### src/rtl/ext_pkg.sv
// rtl/ext_pkg.sv - mode codes and entry type shared by the extension stage
//
// Purpose : extension mode encodings, the {data, err} entry type and a
//           small mode-classification helper.
// Ports   : none (package).

package ext_pkg;

   localparam logic [2:0] EXT_ZEXT = 3'd0;
   localparam logic [2:0] EXT_SEXT = 3'd1;
   localparam logic [2:0] EXT_LUI  = 3'd2;
   localparam logic [2:0] EXT_LB   = 3'd3;
   localparam logic [2:0] EXT_LBU  = 3'd4;
   localparam logic [2:0] EXT_LH   = 3'd5;
   localparam logic [2:0] EXT_LHU  = 3'd6;
   localparam logic [2:0] EXT_PASS = 3'd7;

   localparam int EXT_DATA_W = 32;

   // Entry at the default datapath width; wider instances declare the same
   // shape locally at their own width.
   typedef struct packed {
      logic [EXT_DATA_W-1:0] data;
      logic                  err;
   } ext_entry_t;

   // Halfword loads are the only modes that can flag misalignment.
   function automatic logic ext_is_half(input logic [2:0] op);
      return (op == EXT_LH) || (op == EXT_LHU);
   endfunction

endpackage

### src/rtl/ext_pipe_if.sv
// rtl/ext_pipe_if.sv - request/result handshake bundle of the extension stage
//
// Purpose : groups the request side, result side and flush of ext_pipe.
// Signals : flush, in_valid/in_ready, op, imm, mem_data, addr_lo,
//           out_valid/out_ready, out_data, out_err.
// Modports: master = producer/consumer side, slave = ext_pipe.

interface ext_pipe_if #(
   parameter int DATA_W = 32,
   parameter int IMM_W  = 16,
   parameter int LANE_W = $clog2(DATA_W / 8)
);
   logic              flush;
   logic              in_valid;
   logic              in_ready;
   logic [2:0]        op;
   logic [IMM_W-1:0]  imm;
   logic [DATA_W-1:0] mem_data;
   logic [LANE_W-1:0] addr_lo;
   logic              out_valid;
   logic              out_ready;
   logic [DATA_W-1:0] out_data;
   logic              out_err;

   modport master (
      output flush, in_valid, op, imm, mem_data, addr_lo, out_ready,
      input  in_ready, out_valid, out_data, out_err
   );

   modport slave (
      input  flush, in_valid, op, imm, mem_data, addr_lo, out_ready,
      output in_ready, out_valid, out_data, out_err
   );
endinterface

### src/rtl/ext_core.sv
// rtl/ext_core.sv - combinational immediate/load-data extension
//
// Purpose : computes the extended value and misalignment flag for one mode.
// Ports   : op       - mode code (ext_pkg EXT_*)
//           imm      - immediate operand
//           mem_data - aligned memory word, little-endian lanes
//           addr_lo  - byte offset within the word
//           data     - extended result
//           err      - halfword access with odd offset

module ext_core
   import ext_pkg::*;
#(
   parameter int DATA_W = 32,
   parameter int IMM_W  = 16,
   parameter int LANE_W = $clog2(DATA_W / 8)
) (
   input  logic [2:0]        op,
   input  logic [IMM_W-1:0]  imm,
   input  logic [DATA_W-1:0] mem_data,
   input  logic [LANE_W-1:0] addr_lo,
   output logic [DATA_W-1:0] data,
   output logic              err
);

   logic [LANE_W-1:0] half_lo;
   logic [7:0]        lane_byte;
   logic [15:0]       lane_half;

   always_comb begin
      // Halfword lane ignores the low offset bit; err reports it instead.
      half_lo    = addr_lo;
      half_lo[0] = 1'b0;
      lane_byte  = mem_data[{addr_lo, 3'b000} +: 8];
      lane_half  = mem_data[{half_lo, 3'b000} +: 16];
   end

   always_comb begin
      data = '0;
      err  = ext_is_half(op) && addr_lo[0];
      case (op)
         EXT_ZEXT: data = DATA_W'(imm);
         EXT_SEXT: begin
            data = DATA_W'(imm);
            for (int i = IMM_W; i < DATA_W; i++) data[i] = imm[IMM_W-1];
         end
         EXT_LUI:  data = DATA_W'(imm) << (DATA_W - IMM_W);
         EXT_LB: begin
            data = DATA_W'(lane_byte);
            for (int i = 8; i < DATA_W; i++) data[i] = lane_byte[7];
         end
         EXT_LBU:  data = DATA_W'(lane_byte);
         EXT_LH: begin
            data = DATA_W'(lane_half);
            for (int i = 16; i < DATA_W; i++) data[i] = lane_half[15];
         end
         EXT_LHU:  data = DATA_W'(lane_half);
         EXT_PASS: data = mem_data;
         default:  data = '0;
      endcase
   end

endmodule

### src/rtl/ext_pipe.sv
// rtl/ext_pipe.sv - registered extension stage with two-entry skid buffer
//
// Purpose : accepts one extension request per cycle, holds results in a
//           main/skid pair so every output, including in_ready, is a flop.
// Ports   : clk   - clock, rising edge
//           rst_n - asynchronous active-low reset
//           bus   - ext_pipe_if.slave: flush, request handshake and
//                   operands, result handshake with out_data/out_err

module ext_pipe
   import ext_pkg::*;
#(
   parameter int DATA_W = 32,
   parameter int IMM_W  = 16,
   localparam int LANE_W = $clog2(DATA_W / 8)
) (
   input  logic        clk,
   input  logic        rst_n,
   ext_pipe_if.slave   bus
);

   typedef struct packed {
      logic [DATA_W-1:0] data;
      logic              err;
   } entry_t;

   logic [DATA_W-1:0] core_data;
   logic              core_err;
   entry_t            core_entry;
   entry_t            main_q;
   entry_t            skid_q;
   logic              main_valid;
   logic              skid_valid;
   logic              skid_valid_nx;
   logic              in_ready_q;
   logic              in_fire;
   logic              out_fire;

   ext_core #(
      .DATA_W (DATA_W),
      .IMM_W  (IMM_W),
      .LANE_W (LANE_W)
   ) u_core (
      .op       (bus.op),
      .imm      (bus.imm),
      .mem_data (bus.mem_data),
      .addr_lo  (bus.addr_lo),
      .data     (core_data),
      .err      (core_err)
   );

   assign core_entry = '{data: core_data, err: core_err};
   assign in_fire    = bus.in_valid && in_ready_q;
   assign out_fire   = main_valid && bus.out_ready;

   // in_ready is the registered complement of the next skid state, so a
   // request is only ever offered a slot that is guaranteed free.
   always_comb begin
      skid_valid_nx = skid_valid;
      if (bus.flush)
         skid_valid_nx = 1'b0;
      else if (!main_valid || out_fire)
         skid_valid_nx = 1'b0;
      else if (in_fire)
         skid_valid_nx = 1'b1;
   end

   always_ff @(posedge clk or negedge rst_n) begin
      if (!rst_n) begin
         main_q     <= '0;
         skid_q     <= '0;
         main_valid <= 1'b0;
         skid_valid <= 1'b0;
         in_ready_q <= 1'b1;
      end else begin
         skid_valid <= skid_valid_nx;
         in_ready_q <= !skid_valid_nx;
         if (bus.flush) begin
            main_valid <= 1'b0;
         end else if (!main_valid || out_fire) begin
            // Older skid entry always goes ahead of the incoming request.
            if (skid_valid) begin
               main_q     <= skid_q;
               main_valid <= 1'b1;
            end else begin
               main_valid <= in_fire;
               if (in_fire) main_q <= core_entry;
            end
         end else if (in_fire) begin
            skid_q <= core_entry;
         end
      end
   end

   assign bus.in_ready  = in_ready_q;
   assign bus.out_valid = main_valid;
   assign bus.out_data  = main_q.data;
   assign bus.out_err   = main_q.err;

endmodule

### src/flat_wrapper.sv
// flat-port wrapper written by rule: the top's interface ports become plain ports
module ext_pipe_flat import ext_pkg::*;
#(
   parameter int DATA_W = 32,
   parameter int IMM_W  = 16,
   localparam int LANE_W = $clog2(DATA_W / 8)
)
  (clk, rst_n, bus_flush, bus_in_valid, bus_op, bus_imm, bus_mem_data, bus_addr_lo, bus_out_ready, bus_in_ready, bus_out_valid, bus_out_data, bus_out_err);
  ext_pipe_if #(.DATA_W(DATA_W), .IMM_W(IMM_W)) bus_i ();
  input  logic clk;
  input  logic rst_n;
  input wire logic [$bits(bus_i.flush)-1:0] bus_flush;
  input wire logic [$bits(bus_i.in_valid)-1:0] bus_in_valid;
  input wire logic [$bits(bus_i.op)-1:0] bus_op;
  input wire logic [$bits(bus_i.imm)-1:0] bus_imm;
  input wire logic [$bits(bus_i.mem_data)-1:0] bus_mem_data;
  input wire logic [$bits(bus_i.addr_lo)-1:0] bus_addr_lo;
  input wire logic [$bits(bus_i.out_ready)-1:0] bus_out_ready;
  output wire logic [$bits(bus_i.in_ready)-1:0] bus_in_ready;
  output wire logic [$bits(bus_i.out_valid)-1:0] bus_out_valid;
  output wire logic [$bits(bus_i.out_data)-1:0] bus_out_data;
  output wire logic [$bits(bus_i.out_err)-1:0] bus_out_err;
  assign bus_i.flush = bus_flush;
  assign bus_i.in_valid = bus_in_valid;
  assign bus_i.op = bus_op;
  assign bus_i.imm = bus_imm;
  assign bus_i.mem_data = bus_mem_data;
  assign bus_i.addr_lo = bus_addr_lo;
  assign bus_i.out_ready = bus_out_ready;
  assign bus_in_ready = bus_i.in_ready;
  assign bus_out_valid = bus_i.out_valid;
  assign bus_out_data = bus_i.out_data;
  assign bus_out_err = bus_i.out_err;
  ext_pipe #(.DATA_W(DATA_W), .IMM_W(IMM_W)) u_core (.clk(clk), .rst_n(rst_n), .bus(bus_i));
endmodule
### config.mk
export PLATFORM = sky130hd
export DESIGN_NAME = ext_pipe_flat
export DESIGN_NICKNAME = d
export VERILOG_FILES = /design/src/rtl/ext_pkg.sv /design/src/rtl/ext_pipe_if.sv /design/src/rtl/ext_core.sv /design/src/rtl/ext_pipe.sv /design/src/flat_wrapper.sv
export SDC_FILE = /design/constraint.sdc
export NUM_CORES = 1
export LEC_CHECK = 0
export CORE_MARGIN = 2
export CORE_UTILIZATION = 40
export CTS_BUF_LIST = sky130_fd_sc_hd__clkbuf_4 sky130_fd_sc_hd__clkbuf_8
export CTS_CLUSTER_DIAMETER = 150
export CTS_CLUSTER_SIZE = 8
export DETAILED_ROUTE_END_ITERATION = 10
export MAX_ROUTING_LAYER = met4
export PLACE_DENSITY = 0.66
export SLEW_MARGIN = 0
export SYNTH_ARGS = -nofsm -noshare
export SYNTH_HDL_FRONTEND = slang
export SYNTH_SLANG_ARGS = --single-unit
### constraint.sdc
create_clock -name clk -period 2.15 [get_ports clk]
set_clock_uncertainty 0.1 [all_clocks]
set_input_delay 0.43 -clock clk [delete_from_list [all_inputs] [get_ports clk]]
set_output_delay 0.43 -clock clk [all_outputs]
set_load 0.03 [all_outputs]
==> results list <==
- Total of max-cap violations: 0
- Across every metal layer, demand over resource in global routing totals 23.8%.
* RSZ-0062 raised after global routing: true
- The die covers 0.0110 mm².
- Compared with the post-synthesis result, the final layout area differs by 40.7%.
* Most used routing layer in global routing: met2
- Once layout is complete, the cells apart from fillers number 722.
- Result of the run: complete, but fails checks
- Most common cell after layout, fill and taps aside: sky130_fd_sc_hd__clkdlybuf4s50_1
- The detail route stage leaves a number of antenna-violating nets equal to 0.
* Routability Congestion: 0.924
* Portion of netlist area occupied by mux cells: 5.16%
- Worst min-delay path class: in2async
* Ordered cell list for the critical path: clkdlybuf4s50_1 -> buf_4 -> mux4_2 -> a2111oi_2 -> o21ai_0
- R2R setup slack: 160 ps
- Shortest clock period the worst path allows after layout: 2130 ps
- In this run the static leakage power is 2.34 nW.
* Total inserted antenna cells: 0
- Data required time of the critical path: 2270 ps
- The endpoint identified for the worst register-to-register timing path is u_core.bus.out_data[17].
- DR iter-0 viols: 194
- In the routed design, unresolved DRC markers number 0.
- In this run the clock root is driven by a sky130_fd_sc_hd__clkbuf_8.
- Number of failing hold endpoints at the final stage: 21
* Max-slew violation count: 0
- The number of clock buffers added by TritonCTS is 9.
- Fraction of registers with async set/reset: 100%
- Mapped cell area: 0.00407 mm²
- Core ar.: 0.00982 mm²
* Height of the die: 105 µm
* Worst Path Max Fanout: 11
- Entering global routing, the biggest net connects 70 pins.
- Width of the die: 105 µm
* Hold-fix buffer count after cts: 0
- By area the synthesized netlist is led by sky130_fd_sc_hd__dfrtp_1 (42%), sky130_fd_sc_hd__a22o_1 (4.9%), sky130_fd_sc_hd__nand2_1 (4.9%).
- The first global-routing pass estimated 20200 µm of wire.
* Headroom to the max-slew limit: 63.1%
* Data arrival time of the critical path: 2250 ps
- The floorplan has 36 rows.
* Clk Latency, worst-skew pair: 350 ps
* Category of the worst setup path capture point: register
* Met3 layer usage reported by global route: 4.74%
* Post-CTS setup-driven buffer insertion count: 0
- Count of warnings emitted by yosys: 0
* Synthesized netlist net count: 512
- Max incr delay on CP: 560 ps
- I/O Pins: 93
- After legalization and detailed placement, the total HPWL measured 9610 µm.
- Worst Path Class, Setup: in2reg
- For this run, global-route usage on met2 was measured as 38.0%.
- Total instance count after detailed placement: 706
- Power Dens Cells: 753 mW/mm²
- After Yosys synthesis, full adders, half adders and majority gates account for 0% of the synthesized area.
- Share of the yosys chip area belonging to registers: 42.4%
- Slowest cell on the critical path: sky130_fd_sc_hd__mux4_2
* Most used cells in the layout excluding fill and tap cells: sky130_fd_sc_hd__clkdlybuf4s50_1 (90), sky130_fd_sc_hd__dfrtp_1 (68), sky130_fd_sc_hd__buf_4 (60), sky130_fd_sc_hd__nand2_1 (53), sky130_fd_sc_hd__nor2_1 (50)
- Launching instance or port of the critical path: bus_addr_lo[0]
* Global-route congestion overflow total: 0
- Synth Instances: 454
- Bufs on Longest Clock Path: 2
- The completed layout was analyzed and its total power is 4.31 mW.
- By area, the combinational part of the netlist is dominated by compound AO/OA/AOI/OAI gates.
* Xor-xnor portion of the synthesized cell area: 0.215%
- The biggest area contributor in the post-synthesis netlist is sky130_fd_sc_hd__dfrtp_1.
* TritonCTS clock tree: built
* Core occupancy in the finished layout: 58.3%
- Kind of start point of the critical path: input pin
* Average instance area after synthesis: 8.97 µm²
- Across the VDD grid, the largest voltage drop is 0.000343 V.
* Average via count per standard cell: 5.57
* Fmax achieved: 0.470 GHz
- Total Routed Length: 12700 µm
- Compound-cell area share of the yosys netlist: 26.9%
* Number of distinct standard cells referenced by the synthesized netlist: 47
* Fraction of final layout cells sized beyond drive strength 1: 18.7%
* Detailed-route via count: 4024
- Counting cells, the worst reg-to-reg path comes to 5.
- After clock tree synthesis, the clock-pin slew on the worst setup and hold paths is 70 ps.
- In this run the critical register-to-register path is launched from u_core.skid_valid.
* Detailed-router iteration count before antenna repair: 4
- Setup Viol. Count Final: 0
- Main synth FF type: sky130_fd_sc_hd__dfrtp_1
- Count of input and output buffers: 92
* CTS H-Tree Depth: 3
* Global Route met1 Usage: 30.9%
- Number of synthesized flops with an enable pin: 0
- WL per Instance: 17.5 µm
* Initial antenna violation count: 0
- The number of global-route vias before repair is 3965.
- The tree built by TritonCTS fans out to 69 sinks.
* Violations in the final reports: negative hold slack
- Fraction of the mapped netlist area in simple logic gates: 20.2%
- For this configuration, the core starts out at a cell density of 41.5%.
* Worst hold slack after final layout: -22.2 ps
* Post-synthesis register bit count: 69
- Final Net Count: 642
- The final critical path takes up 99.0% of the cycle.
- Transition time of the tightest slew-check pin: 551 ps
- Post-synth top area share: 41.8%
[repair_timing]
action,CTS,global route
resized for setup,4,4
pin swaps,0,1
endpoints found under the hold margin,0,0
setup endpoints to repair,13,8
[how the worst max path moves through the flow]
| stage | endpoint | slack (ps) |
|---|---|---|
| floorplan | u_core.bus.out_data[19] | 260 |
| global placement | u_core.bus.out_data[2] | -450 |
| detailed placement | u_core.bus.out_data[2] | -490 |
| CTS | u_core.bus.out_data[2] | 10 |
| global route | u_core.bus.out_data[2] | -20 |
| finish | u_core.bus.out_data[2] | 20 |
[layer usage]
layer / share of wire, % / vias up / routed length (µm)
met1: 45 / 1942 / 5760
met3: 5.8 / 23 / 731
met4: 2.0 / 0 / 251
met5: 0 / - / 0
li1: - / 1923 / -
met2: 47 / 136 / 5920
[flip-flops by register name (all words and copies together) (netlist names)]
signal	flops
u_core.bus.out_valid	1
u_core.bus.in_ready	1
u_core.bus.out_data	32
u_core.skid_q	33
u_core.skid_valid	1
u_core.bus.out_err	1
[logic make-up (layout without fill, tap and decap cells)]
group	count (synthesis)	after routing
buf+inv	42	177
compound gates	160	160
mux	10	10
simple gates	172	172
flops	69	69
xor+xnor	1	1
[synthesized netlist by cell type, drive strengths merged (2+ instances only)]
| cell | number |
|---|---|
| and2 | 2 |
| inv | 5 |
| nand2b | 5 |
| buf | 18 |
| o21ai | 39 |
| mux2 | 2 |
| a21oi | 38 |
| a21o | 2 |
| a211oi | 21 |
| a22oi | 3 |
| o22ai | 2 |
| clkbuf | 19 |
| nor2b | 10 |
| dfrtp | 68 |
| nor3 | 17 |
| nand2 | 53 |
| nor2 | 52 |
| a31oi | 18 |
| a2111oi | 3 |
| a22o | 23 |
| and3 | 3 |
| mux4 | 8 |
| or3 | 9 |
| nand3 | 16 |
| o211ai | 7 |
[through the flow]
| step | cell area [µm²] | setup slack [ps] | setup TNS, ps |
|---|---|---|---|
| 2_1_floorplan | 4070 | 259 | 0 |
| 3_3_place_gp | 5500 | -449 | -17180 |
| 3_5_place_dp | 5500 | -492 | -20260 |
| 4_1_cts | 5720 | 11.0 | 0 |
| 5_1_grt | 5730 | -25.0 | -25.0 |
| 6_report | 5730 | 21.6 | 0 |
[layout make-up]
class | instances | area (µm²)
Multi-Input combinational cell | 343 | 2160
Sequential cell | 69 | 1730
Timing Repair Buffer | 156 | 1450
Clock inverter | 7 | 90.1
Tap cell | 133 | 166
Fill cell | 879 | 4090
Clock buffer | 9 | 124
Inverter | 5 | 18.8
[report_power, final]
| group | switching [mW] | internal, mW |
|---|---|---|
| Sequential | 0.163 | 1.58 |
| Clock | 0.516 | 0.646 |
| Combinational | 0.763 | 0.643 |
[worst max-delay path, delay by kind of cell]
family | cells | cell delay [ps]
buffers and inverters | 2 | 730
multiplexers | 1 | 560
AO/OA/AOI/OAI | 2 | 530
No activity file was read; power rests on OpenSTA's default activity.
